--- config.mk ---
export PLATFORM = sky130hd
export DESIGN_NAME = ifetch_ctrl_flat
export DESIGN_NICKNAME = d
export VERILOG_FILES = /design/src/rtl/ifetch_if.sv /design/src/rtl/ifetch_ctrl.sv /design/src/flat_wrapper.sv
export SDC_FILE = /design/constraint.sdc
export NUM_CORES = 1
export LEC_CHECK = 0
export ABC_AREA = 1
export ABC_CLOCK_PERIOD_IN_PS = 4900
export CORE_UTILIZATION = 25
export DETAILED_ROUTE_END_ITERATION = 16
export PLACE_DENSITY_LB_ADDON = 0.12
export SLEW_MARGIN = 25
export SYNTH_ARGS = -nofsm -noshare
export SYNTH_HDL_FRONTEND = slang
export SYNTH_SLANG_ARGS = --single-unit
--- constraint.sdc ---
create_clock -name clk -period 4.9 [get_ports clk]
set_clock_uncertainty 0.15 [all_clocks]
set_input_delay 1.47 -clock clk [delete_from_list [all_inputs] [get_ports clk]]
set_output_delay 1.47 -clock clk [all_outputs]
set_load 0.1 [all_outputs]
--- src/rtl/ifetch_if.sv ---
// Fetch-side bus bundle: run/redirect control, instruction memory port and
// the valid/ready hand-off to decode. The controller takes the master side.
interface ifetch_if;
  logic        run;
  logic        redirect_valid;
  logic [31:0] redirect_pc;
  logic        mem_en;
  logic [31:0] mem_addr;
  logic [31:0] mem_rdata;
  logic        out_valid;
  logic [31:0] out_pc;
  logic [31:0] out_instr;
  logic        out_ready;
  logic        fault;

  modport master (
    input  run, redirect_valid, redirect_pc, mem_rdata, out_ready,
    output mem_en, mem_addr, out_valid, out_pc, out_instr, fault
  );

  modport slave (
    output run, redirect_valid, redirect_pc, mem_rdata, out_ready,
    input  mem_en, mem_addr, out_valid, out_pc, out_instr, fault
  );
endinterface

--- src/rtl/ifetch_ctrl.sv ---
// Instruction-fetch controller: owns the fetch PC, issues one read per cycle
// into a one-cycle-latency memory, buffers returned words in a 2-entry FIFO
// and hands them to decode. Handles redirects, the run gate and PC faults.
//
// state   | meaning
// --------+-----------------------------------------------
// S_IDLE  | after reset or run low; no memory reads issued
// S_FETCH | reads issued whenever buffer credit allows
// S_FAULT | sticky fault; no reads, buffered words drain
module ifetch_ctrl #(
  parameter logic [31:0] RESET_PC = 32'h0000_0000,
  parameter int          DEPTH    = 64
) (
  input  logic     clk,
  input  logic     rst_n,
  ifetch_if.master bus
);

  typedef enum logic [1:0] {S_IDLE, S_FETCH, S_FAULT} state_t;

  localparam logic [32:0] PC_LIMIT = 33'(DEPTH) * 33'd4;

  state_t      state_q, state_d;
  logic [31:0] fetch_pc_q, fetch_pc_d;
  logic [1:0]  occ_q, occ_d;
  logic        infl_q, infl_d;
  logic [31:0] infl_pc_q, infl_pc_d;
  logic [31:0] head_pc_q, head_pc_d, head_instr_q, head_instr_d;
  logic [31:0] tail_pc_q, tail_pc_d, tail_instr_q, tail_instr_d;

  logic       pop, push, redir, redir_bad;
  logic       try_issue, issue, range_fault, pc_oob;
  logic [2:0] credit_sum;
  logic [1:0] occ_after_pop;

  // Handshake, credit and issue decisions. A redirect in S_FAULT is ignored,
  // but any redirect request still blocks issue in its own cycle.
  assign pop           = (occ_q != 2'd0) && bus.out_ready;
  assign redir         = bus.redirect_valid && (state_q != S_FAULT);
  assign redir_bad     = redir && (bus.redirect_pc[1:0] != 2'b00);
  assign push          = infl_q && !redir;
  assign credit_sum    = {1'b0, occ_q} + {2'b00, infl_q} - {2'b00, pop};
  assign pc_oob        = {1'b0, fetch_pc_q} >= PC_LIMIT;
  assign try_issue     = rst_n && (state_q == S_FETCH) && bus.run &&
                         !bus.redirect_valid && (credit_sum < 3'd2);
  assign issue         = try_issue && !pc_oob;
  assign range_fault   = try_issue && pc_oob;
  assign occ_after_pop = occ_q - {1'b0, pop};

  assign bus.mem_en    = issue;
  assign bus.mem_addr  = issue ? fetch_pc_q : 32'h0;
  assign bus.out_valid = (occ_q != 2'd0);
  assign bus.out_pc    = head_pc_q;
  assign bus.out_instr = head_instr_q;
  assign bus.fault     = (state_q == S_FAULT);

  // Next-state logic for the FSM, fetch PC, in-flight tracker and FIFO.
  always_comb begin
    state_d      = state_q;
    fetch_pc_d   = fetch_pc_q;
    infl_d       = issue;
    infl_pc_d    = issue ? fetch_pc_q : infl_pc_q;
    head_pc_d    = head_pc_q;
    head_instr_d = head_instr_q;
    tail_pc_d    = tail_pc_q;
    tail_instr_d = tail_instr_q;

    if (pop) begin
      head_pc_d    = tail_pc_q;
      head_instr_d = tail_instr_q;
    end
    if (push) begin
      if (occ_after_pop == 2'd0) begin
        head_pc_d    = infl_pc_q;
        head_instr_d = bus.mem_rdata;
      end else begin
        tail_pc_d    = infl_pc_q;
        tail_instr_d = bus.mem_rdata;
      end
    end
    occ_d = redir ? 2'd0 : (occ_after_pop + {1'b0, push});

    if (redir && !redir_bad) begin
      fetch_pc_d = bus.redirect_pc;
    end else if (issue) begin
      fetch_pc_d = fetch_pc_q + 32'd4;
    end

    if (redir_bad || range_fault) begin
      state_d = S_FAULT;
    end else begin
      case (state_q)
        S_IDLE:  if (bus.run)  state_d = S_FETCH;
        S_FETCH: if (!bus.run) state_d = S_IDLE;
        default: state_d = S_FAULT;
      endcase
    end
  end

  // State registers; reset discards buffered and in-flight data.
  always_ff @(posedge clk) begin
    if (!rst_n) begin
      state_q      <= S_IDLE;
      fetch_pc_q   <= RESET_PC;
      occ_q        <= 2'd0;
      infl_q       <= 1'b0;
      infl_pc_q    <= 32'h0;
      head_pc_q    <= 32'h0;
      head_instr_q <= 32'h0;
      tail_pc_q    <= 32'h0;
      tail_instr_q <= 32'h0;
    end else begin
      state_q      <= state_d;
      fetch_pc_q   <= fetch_pc_d;
      occ_q        <= occ_d;
      infl_q       <= infl_d;
      infl_pc_q    <= infl_pc_d;
      head_pc_q    <= head_pc_d;
      head_instr_q <= head_instr_d;
      tail_pc_q    <= tail_pc_d;
      tail_instr_q <= tail_instr_d;
    end
  end

endmodule

--- src/flat_wrapper.sv ---
// flat-port wrapper written by rule: the top's interface ports become plain ports
module ifetch_ctrl_flat 
#(
  parameter logic [31:0] RESET_PC = 32'h0000_0000,
  parameter int          DEPTH    = 64
)
  (clk, rst_n, bus_run, bus_redirect_valid, bus_redirect_pc, bus_mem_rdata, bus_out_ready, bus_mem_en, bus_mem_addr, bus_out_valid, bus_out_pc, bus_out_instr, bus_fault);
  ifetch_if bus_i ();
  input  logic clk;
  input  logic rst_n;
  input wire logic [$bits(bus_i.run)-1:0] bus_run;
  input wire logic [$bits(bus_i.redirect_valid)-1:0] bus_redirect_valid;
  input wire logic [$bits(bus_i.redirect_pc)-1:0] bus_redirect_pc;
  input wire logic [$bits(bus_i.mem_rdata)-1:0] bus_mem_rdata;
  input wire logic [$bits(bus_i.out_ready)-1:0] bus_out_ready;
  output wire logic [$bits(bus_i.mem_en)-1:0] bus_mem_en;
  output wire logic [$bits(bus_i.mem_addr)-1:0] bus_mem_addr;
  output wire logic [$bits(bus_i.out_valid)-1:0] bus_out_valid;
  output wire logic [$bits(bus_i.out_pc)-1:0] bus_out_pc;
  output wire logic [$bits(bus_i.out_instr)-1:0] bus_out_instr;
  output wire logic [$bits(bus_i.fault)-1:0] bus_fault;
  assign bus_i.run = bus_run;
  assign bus_i.redirect_valid = bus_redirect_valid;
  assign bus_i.redirect_pc = bus_redirect_pc;
  assign bus_i.mem_rdata = bus_mem_rdata;
  assign bus_i.out_ready = bus_out_ready;
  assign bus_mem_en = bus_i.mem_en;
  assign bus_mem_addr = bus_i.mem_addr;
  assign bus_out_valid = bus_i.out_valid;
  assign bus_out_pc = bus_i.out_pc;
  assign bus_out_instr = bus_i.out_instr;
  assign bus_fault = bus_i.fault;
  ifetch_ctrl #(.RESET_PC(RESET_PC), .DEPTH(DEPTH)) u_core (.clk(clk), .rst_n(rst_n), .bus(bus_i));
endmodule
==> run_results.csv, run 1 <==
group,metric,value,unit
critical_path,critPathArrivalTime,3330,ps
hold_path,hp-class,"reg -> reg",
timing,tns,-279,ps
detailed_routing,wire_per_inst,13.7,um
clock_tree,path_clk_slew,90,ps
die,fp-row-count,65,
power,power.density,314,mW/mm^2
hold_path,min-delay-start,"u_core.fetch_pc_q[21]",
power,swShare,0.290,
critical_path,reg2reg_from,"u_core.occ_q[1]",
grt,grt_pass1_vias,6761,
timing,clock.fmax,202,MHz
detailed_routing,drc,0,
final_layout,fin_util,0.339,
synth,synth_edf_count,0,
synth,yosys_warnings,0,
synth,async_reset_ff_frac,0,
final_layout,fin_nets,1353,
synth,synth_fa_ha_area_frac,0.00854,
synth,syn_inst,1156,
final_layout,syn_to_final_growth,32.0,%
timing,worst_slack,-52.3,ps
power,p_int,2.41,mW
place,gp_congestion,0.709,
clock_tree,cts-root-buf,"clkbuf_16",
power,pwr-share-seq,0.478,
place,dp.cells,1689,
clock_tree,clk_latency,440,ps
clock_tree,cts.sinks,197,
synth,synth.largest_area_cell,"dfxtp_1",
synth,synthXorXnorAreaFrac,0.00534,
run_status,violations,"setup timing",
timing,tightest_slew,1090,ps
synth,synthMuxAreaShare,0,
place,port_buffers,143,
critical_path,path_buf_inv,7,
synth,yosys.area.top_type_share,0.481,
clock_tree,cts_tree,"done",
critical_path,path_cells,"buf_6, o21a_4, nand2_4, buf_6, inv_2, fa_1, nand4_1, nor2_4, nand4_4, buf_12, clkinv_16, nand2_4, clkinvlp_4, buf_12",
timing,hold_viol,0,
critical_path,crit_type,"in -> out",
timing,min_period,4950,ps
detailed_routing,ant_nets,0,
power,p_leak,4.54,nW
timing,finalMaxSlewViolations,0,
critical_path,worstSetupEndpointType,"output port",
synth,synth_compound_area_frac,0.114,
clock_tree,cts_buffers,17,
synth,seq_area_frac_synth,0.481,
synth,synth_cell_types,31,
critical_path,cp.depth,14,
synth,synth_area,0.00821,mm^2
power,switching_power,0.986,mW
clock_tree,cts_hold_buf,0,
critical_path,rr_worst_depth,11,
power,pwr-share-clk,0.444,
timing,setup_viol,7,
synth,syn_area_per_cell,7.10,um^2
final_layout,final_area,0.0108,mm^2
grt,grt_start_max_net_pins,73,
timing,finalCritPeriodShare,1.01,
die,initial_utilization,0.257,
die,dieArea,0.0336,mm^2
run_status,outcome,"finished, violations left",
final_layout,drive_gt1_frac,0.0890,
synth,synth_top_family_by_area,"simple AND/OR/NAND/NOR gates",
clock_tree,htreeDepth,4,
flow_run,max-cap-violations,0,
grt,grtUsageTotal,0.144,
synth,synth.area.top_cells,"dfxtp_1 48%, nor2_1 15%, nand2_1 12%, o21ai_0 7.8%, buf_4 2.7%",
die,die_w,183,um
critical_path,crit_path_start,"bus_out_ready",
critical_path,critPathLaunchType,"input pin",
synth,yosys.area_share.simple,0.298,
timing,rsz0062_at_grt,"yes",
critical_path,worstPathRequired,3280,ps
critical_path,cp_slowest_cell,"fa_1",
final_layout,antenna_cells,0,
critical_path,critPathTopFamily,"buffers and inverters",
critical_path,max_stage_delay,500,ps
synth,synth-seq-cells,197,
detailed_routing,routed_wirelength,23.6,mm
grt,grt_pass1_wl,37.7,mm
detailed_routing,dr.pass1.iters,6,
power,power_frac_comb,0.078,
die,io_pins,168,
detailed_routing,vias_per_cell,4.18,
final_layout,stdcell_count,1727,
hold_path,holdPathStages,2,
timing,slew_headroom,0.268,
grt,antenna_found_initial,0,
grt,grt-ovfl-total,0,
synth,synth_ff_type,"dfxtp_1",
die,core-area,0.0320,mm^2
critical_path,cp_max_fo,6,
place,dpl.hpwl,13.6,mm
detailed_routing,drt_iter0_drc,385,
synth,ys_top_cells_by_count,"322 x nor2_1, 270 x nand2_1, 197 x dfxtp_1",
power,ir_drop,0.000284,V
synth,yosysMostFrequentCell,"nor2_1",
clock_tree,clock_path_buffers,2,
place,postPlaceCellArea,0.0101,mm^2
die,die_h,183,um
detailed_routing,vias,7222,
[cells in the final DEF, fill, tap and decap left out, types with 19 or more instances in the layout]
cell | Yosys | routed
nor2_1 | 322 | 322
nand2_1 | 270 | 263
dfxtp_1 | 197 | 197
clkdlybuf4s50_1 | 0 | 132
o21ai_0 | 128 | 127
buf_4 | 29 | 31
a21oi_1 | 30 | 30
inv_1 | 35 | 29
conb_1 | 1 | 24
nand3_1 | 19 | 19
[worst register-to-register path, stage by stage (launching register included)]
cell	delay, ps
dfxtp_1	440
o21a_4	180
nand2_4	60
buf_4	150
ha_1	300
inv_1	50
o211ai_2	110
nor2_4	50
inv_2	360
buf_4	580
nor2_1	120
nor2_1	120
[state kept, by name (all words and copies together), names as in the netlist]
register              count
u_core.bus.out_instr     32
u_core.bus.out_pc        32
u_core.fetch_pc_q        32
u_core.infl_pc_q         32
u_core.tail_instr_q      32
u_core.tail_pc_q         32
u_core.occ_q              2
u_core.state_q            2
u_core.infl_q             1
[power by group through the flow]
stage	Clock (mW)	Sequential, mW	Combinational [mW]
after CTS	1.57	1.62	0.268
after global routing	1.63	1.63	0.287
after floorplan	0	1.67	0.177
final	1.51	1.62	0.266
after global placement	0	1.66	0.267
after detailed placement	0	1.66	0.266
[stage by stage]
| stage | hold slack, ps | power, mW | setup WS (ps) |
|---|---|---|---|
| 6_report | 301 | 3.40 | -52.3 |
| 5_1_grt | 322 | 3.54 | -189 |
| 4_1_cts | 301 | 3.46 | -154 |
| 3_5_place_dp | 289 | 1.93 | -491 |
| 3_3_place_gp | 286 | 1.93 | -482 |
| 2_1_floorplan | 274 | 1.85 | -25.3 |
[worst paths after layout]
path,slack [ps],endpoint
max,-50,bus_mem_addr[0]
min,300,u_core.fetch_pc_q[21]
max reg2reg,2170,u_core.bus.out_pc[23]
min reg2reg,300,u_core.fetch_pc_q[21]
[per-layer routing]
metal / GRT usage / part of all wire / vias to the layer above
li1: - / - / 3793
met4: 0.0360 / 0.0081 / 0
met2: 0.237 / 0.46 / 131
met1: 0.192 / 0.50 / 3287
met3: 0.0276 / 0.037 / 11
met5: 0 / 0 / -
[repair_timing]
action,4_1_cts,5_1_grt
gates resized for setup,8,7
pin swaps,5,5
buffers inserted,4,2
endpoints found under the setup margin,9,9
[logic make-up after synthesis]
logic type               Yosys count
XOR/XNOR                           5
other                              1
AND/OR/NAND/NOR                  625
AO/OA/AOI/OAI                    182
adder cells (fa/ha/maj)            5
flip-flops                       197
buffers and inverters            141
[layout make-up]
type	count	area (um^2)
flip-flops and latches	197	3940
clock buffers	17	425
clock inverters	15	214
fillers	3477	21100
well taps	435	544
inverters	45	214
repair buffers	177	1810
multi-input cells	841	3680
Note: power is estimated with default switching activity, not from simulation.
==> run 2, diff against run 1 <==
Settings changed: ABC_CLOCK_PERIOD_IN_PS 4900 to 6000.
Clock period 4.9 ns to 6 ns, I/O delays scaled along.
==> run 2 against run 1 <==
Effect of this change: the flow now finishes without violations; sequential share of layout area up 0.73 points; cell area down 2.0%; register-to-register slack better by 940 ps; count of clock-buffer cells in the layout up 1; critical endpoint is now bus_mem_addr[5]; sequential cell count unchanged.
==> run_results.csv, run 2 (same netlist as run 1, synthesis figures left out) <==
group,metric,value,unit
detailed_routing,drt_iter0_drc,272,
power,ir_drop,0.000192,V
place,port_buffers,143,
power,p_leak,4.45,nW
timing,hold_slack,300,ps
final_layout,drive_gt1_frac,0.0796,
timing,hold_viol,0,
timing,tightest_slew,1090,ps
timing,setup_viol,0,
grt,grtUsageTotal,0.142,
clock_tree,cts.sinks,197,
timing,worst_slack,206,ps
hold_path,hp-class,"reg -> reg",
power,power.density,256,mW/mm^2
critical_path,cp_max_fo,4,
final_layout,syn_to_final_growth,29.4,%
grt,grt-ovfl-total,0,
die,io_pins,168,
grt,grt_pass1_vias,6845,
place,dp_slack,-125,ps
grt,grt_pass1_wl,37.6,mm
timing,clock.fmax,173,MHz
detailed_routing,vias_per_cell,4.21,
critical_path,worstSetupEndpointType,"output port",
detailed_routing,dr.pass1.iters,4,
final_layout,fillCellCount,3450,
final_layout,final_common_cell,"nor2_1",
detailed_routing,vias,7229,
critical_path,critPathLaunchType,"input pin",
grt,grt_start_max_net_pins,86,
run_status,outcome,"completed",
detailed_routing,wire_per_inst,13.6,um
clock_tree,path_clk_slew,80,ps
clock_tree,cts_hold_buf,0,
timing,min_period,5790,ps
timing,finalMaxSlewViolations,0,
place,gp_congestion,0.722,
detailed_routing,drc,0,
final_layout,mostFrequentLayoutCells,"322 x nor2_1, 264 x nand2_1, 197 x dfxtp_1",
timing,tns,0,ps
final_layout,fin_nets,1342,
detailed_routing,ant_nets,0,
die,die_w,183,um
grt,antenna_found_initial,1,
die,die_h,183,um
die,dieArea,0.0336,mm^2
critical_path,crit_type,"in -> out",
final_layout,fin_util,0.332,
clock_tree,clock_path_buffers,2,
clock_tree,clk_latency,430,ps
clock_tree,htreeDepth,4,
die,core-area,0.0320,mm^2
timing,rsz0062_at_grt,"no",
detailed_routing,routed_wirelength,23.3,mm
critical_path,r2r_slack,3110,ps
power,power.total,2.72,mW
critical_path,worstPathRequired,4050,ps
die,fp-row-count,65,
clock_tree,cts_tree,"done",
timing,slew_headroom,0.269,
clock_tree,cts_buffers,17,
timing,finalCritPeriodShare,0.966,
place,dpl.hpwl,13.4,mm
clock_tree,cts-root-buf,"clkbuf_16",
die,initial_utilization,0.257,
critical_path,critPathArrivalTime,3840,ps
flow_run,max-cap-violations,0,
## run 2: changes by cell type in the layout (fill, tap and decap cells not counted), sizes merged
cell,change
buf,-11
clkbuf,+1
clkdlybuf4s50,-1
clkinv,-2
diode,+1
dlygate4sd2,+1
inv,+1
## run 2: path summary, 6_finish.rpt
check                                           start                     to  depth (start not counted)
worst min-delay path            u_core.fetch_pc_q[22]  u_core.fetch_pc_q[22]                          2
worst min register to register  u_core.fetch_pc_q[22]  u_core.fetch_pc_q[22]                          2
worst max-delay path                    bus_out_ready        bus_mem_addr[5]                         11
worst max register to register        u_core.occ_q[1]   u_core.fetch_pc_q[2]                         15
## run 2: repair_timing
action / in CTS / in global routing
resized for setup: 9 / 0
setup endpoints to repair: 9 / 0
buffers inserted: 1 / 0
## run 2: final cells by class
| cell class | instances | area [um^2] | area share |
|---|---|---|---|
| Timing Repair Buffer | 166 | 1710 | 0.161 |
| Antenna cell | 1 | 2.50 | 0.000236 |
| Clock inverter | 14 | 175 | 0.0165 |
| Clock buffer | 18 | 439 | 0.0413 |
| Tap cell | 435 | 544 | 0.0512 |
| Sequential cell | 197 | 3940 | 0.371 |
| Multi-Input combinational cell | 841 | 3610 | 0.340 |
| Inverter | 45 | 190 | 0.0179 |
## run 2: critical path, cell delays in order
cell and delay (ps):
dlygate4sd2_1 240, buf_4 140, o21ai_2 130, nand2_1 90, fa_1 510, nand4_1 90
nor2_2 180, nand4_4 150, buf_6 180, nor2_4 140, buf_12 180
## run 2: power by group
group | leakage [nW] | total, mW | switching, mW | internal, mW
clock | 0.299 | 1.18 | 0.595 | 0.581
sequential | 1.59 | 1.32 | 0.00712 | 1.32
combinational | 2.56 | 0.215 | 0.150 | 0.0651
total | 4.45 | 2.72 | 0.753 | 1.96
## run 2: through the flow
step                cell area, um^2  cells
floorplan                      8310   1179
global placement               9980   1683
detailed placement             9980   1683
CTS                           10600   1716
global route                  10600   1716
finish                        10600   1717
## run 2: layer usage
layer | vias up | share of wire | track usage
met1 | 3304 | 0.49 | 0.188
li1 | 3791 | - | -
met3 | 10 | 0.042 | 0.0294
met5 | - | 0 | 0
met2 | 124 | 0.46 | 0.236
met4 | 0 | 0.0070 | 0.0340
==> run 3, diff against run 2 <==
Settings changed: SETUP_SLACK_MARGIN from default to 0.2.
==> run 3 against run 2 <==
Effect of this change: non-clock buffer count is 5 higher; combinational power about the same; cell area grew 0.37%; register-to-register slack worse by 20 ps; worst hold slack better by 2.1 ps; count of clock-buffer cells in the layout fell by 1; first-iteration DRC count rose by 26%.
==> run_results.csv, run 3 (same netlist as run 1, synthesis figures left out) <==
group,metric,value,unit
run_status,outcome,"completed",
grt,grt-ovfl-total,0,
detailed_routing,ant_nets,0,
final_layout,syn_to_final_growth,29.9,%
clock_tree,cts-root-buf,"clkbuf_16",
critical_path,critPathArrivalTime,3770,ps
clock_tree,clk_latency,440,ps
hold_path,holdPathEnd,"u_core.fetch_pc_q[18]",
die,dieArea,0.0336,mm^2
critical_path,crit_type,"in -> out",
detailed_routing,drt_iter0_drc,344,
die,core-area,0.0320,mm^2
place,dp_slack,-210,ps
timing,setup_viol,0,
clock_tree,cts.sinks,197,
grt,grtUsageMet3,0.0250,
timing,slew_headroom,0.271,
die,io_pins,168,
grt,grt_pass1_vias,6976,
die,fp-row-count,65,
clock_tree,cts_hold_buf,0,
grt,use_met2,0.247,
final_layout,mostFrequentLayoutCells,"322 x nor2_1, 268 x nand2_1, 197 x dfxtp_1",
die,initial_utilization,0.257,
place,dp.cells,1687,
detailed_routing,vias_per_cell,4.17,
power,p_leak,4.47,nW
timing,worst_slack,278,ps
detailed_routing,routed_wirelength,23.7,mm
timing,hold_viol,0,
final_layout,fin_util,0.334,
grt,grt_pass1_wl,37.9,mm
timing,min_period,5720,ps
detailed_routing,drc,0,
critical_path,critPathLaunchType,"input pin",
place,port_buffers,143,
critical_path,worstPathRequired,4050,ps
hold_path,min-delay-start,"u_core.fetch_pc_q[18]",
critical_path,cp_max_fo,3,
flow_run,max-cap-violations,0,
final_layout,final_area,0.0107,mm^2
power,power.density,258,mW/mm^2
critical_path,r2r_slack,3090,ps
final_layout,drive_gt1_frac,0.0801,
detailed_routing,vias,7178,
place,postPlaceCellArea,0.00999,mm^2
power,ir_drop,0.000190,V
critical_path,reg2reg_from,"u_core.occ_q[1]",
place,dpl.hpwl,13.6,mm
final_layout,final_common_cell,"nor2_1",
grt,grtUsageTotal,0.144,
clock_tree,clock_path_buffers,2,
grt,grt_start_max_net_pins,85,
timing,rsz0062_at_grt,"yes",
hold_path,holdPathStages,2,
timing,hold_slack,302,ps
place,gp_congestion,0.750,
critical_path,worstSetupEndpointType,"output port",
grt,antenna_found_initial,1,
grt,busiest_layer,"met2",
clock_tree,htreeDepth,4,
timing,tightest_slew,1090,ps
timing,finalMaxSlewViolations,0,
critical_path,reg2reg_to,"u_core.fetch_pc_q[3]",
clock_tree,path_clk_slew,80,ps
clock_tree,cts_tree,"done",
timing,clock.fmax,175,MHz
final_layout,stdcell_count,1722,
clock_tree,cts_buffers,17,
detailed_routing,dr.pass1.iters,4,
final_layout,fin_nets,1347,
critical_path,rr_worst_depth,15,
grt,grt_util_met1,0.186,
detailed_routing,wire_per_inst,13.8,um
die,die_w,183,um
timing,finalCritPeriodShare,0.954,
hold_path,hp-class,"reg -> reg",
die,die_h,183,um
[run 3: timing repair]
item / CTS / global route
endpoints found under the hold margin: 0 / 0
setup buffers: 2 / 0
setup endpoints to repair: 9 / 7
pin swaps: 6 / 0
resized for setup: 9 / 1
cloned: 0 / 0
[run 3: layout make-up]
cell class	count	area (um^2)
flip-flops and latches	197	3940
multi-input cells	841	3610
repair buffers	171	1730
clock inverters	15	210
inverters	45	195
clock buffers	17	425
diodes	1	2.50
well taps	435	544
fillers	3466	21300
[run 3: critical path, cell delays in order]
cell and delay, ps:
buf_2 110, o21a_2 160, nand2_4 50, o21ai_2 70, nand2_1 100, fa_1 520, nand4_1 130, nor2_4 150
nand4_4 160, buf_6 200, nor2_4 140, buf_12 180
[run 3: routing by layer]
metal / vias to the layer above / part of all wire
met5: - / 0
met4: 0 / 0.0092
met3: 9 / 0.029
met2: 113 / 0.46
met1: 3258 / 0.50
li1: 3798 / -
[run 3: report_power, final]
group          internal, mW  switching [mW]
combinational        0.0651           0.150
clock                 0.584           0.630
sequential             1.32         0.00716
total                  1.97           0.787
[run 3: worst max-delay path by stage]
stage	startpoint	to	slack, ps	depth (start not counted)
final	bus_out_ready	bus_mem_addr[3]	280	12
after global routing	bus_out_ready	bus_mem_addr[3]	180	12
after CTS	bus_out_ready	bus_mem_addr[3]	260	12
after detailed placement	bus_out_ready	bus_mem_addr[3]	-210	12
after global placement	bus_out_ready	bus_mem_addr[5]	-160	12
after floorplan	bus_out_ready	bus_mem_addr[0]	210	12
[run 3: per-stage QoR]
step / setup TNS (ps) / power (mW)
floorplan: 0 / 1.51
CTS: 0 / 2.81
finish: 0 / 2.75
global placement: -1100 / 1.57
global route: 0 / 2.87
detailed placement: -1520 / 1.57
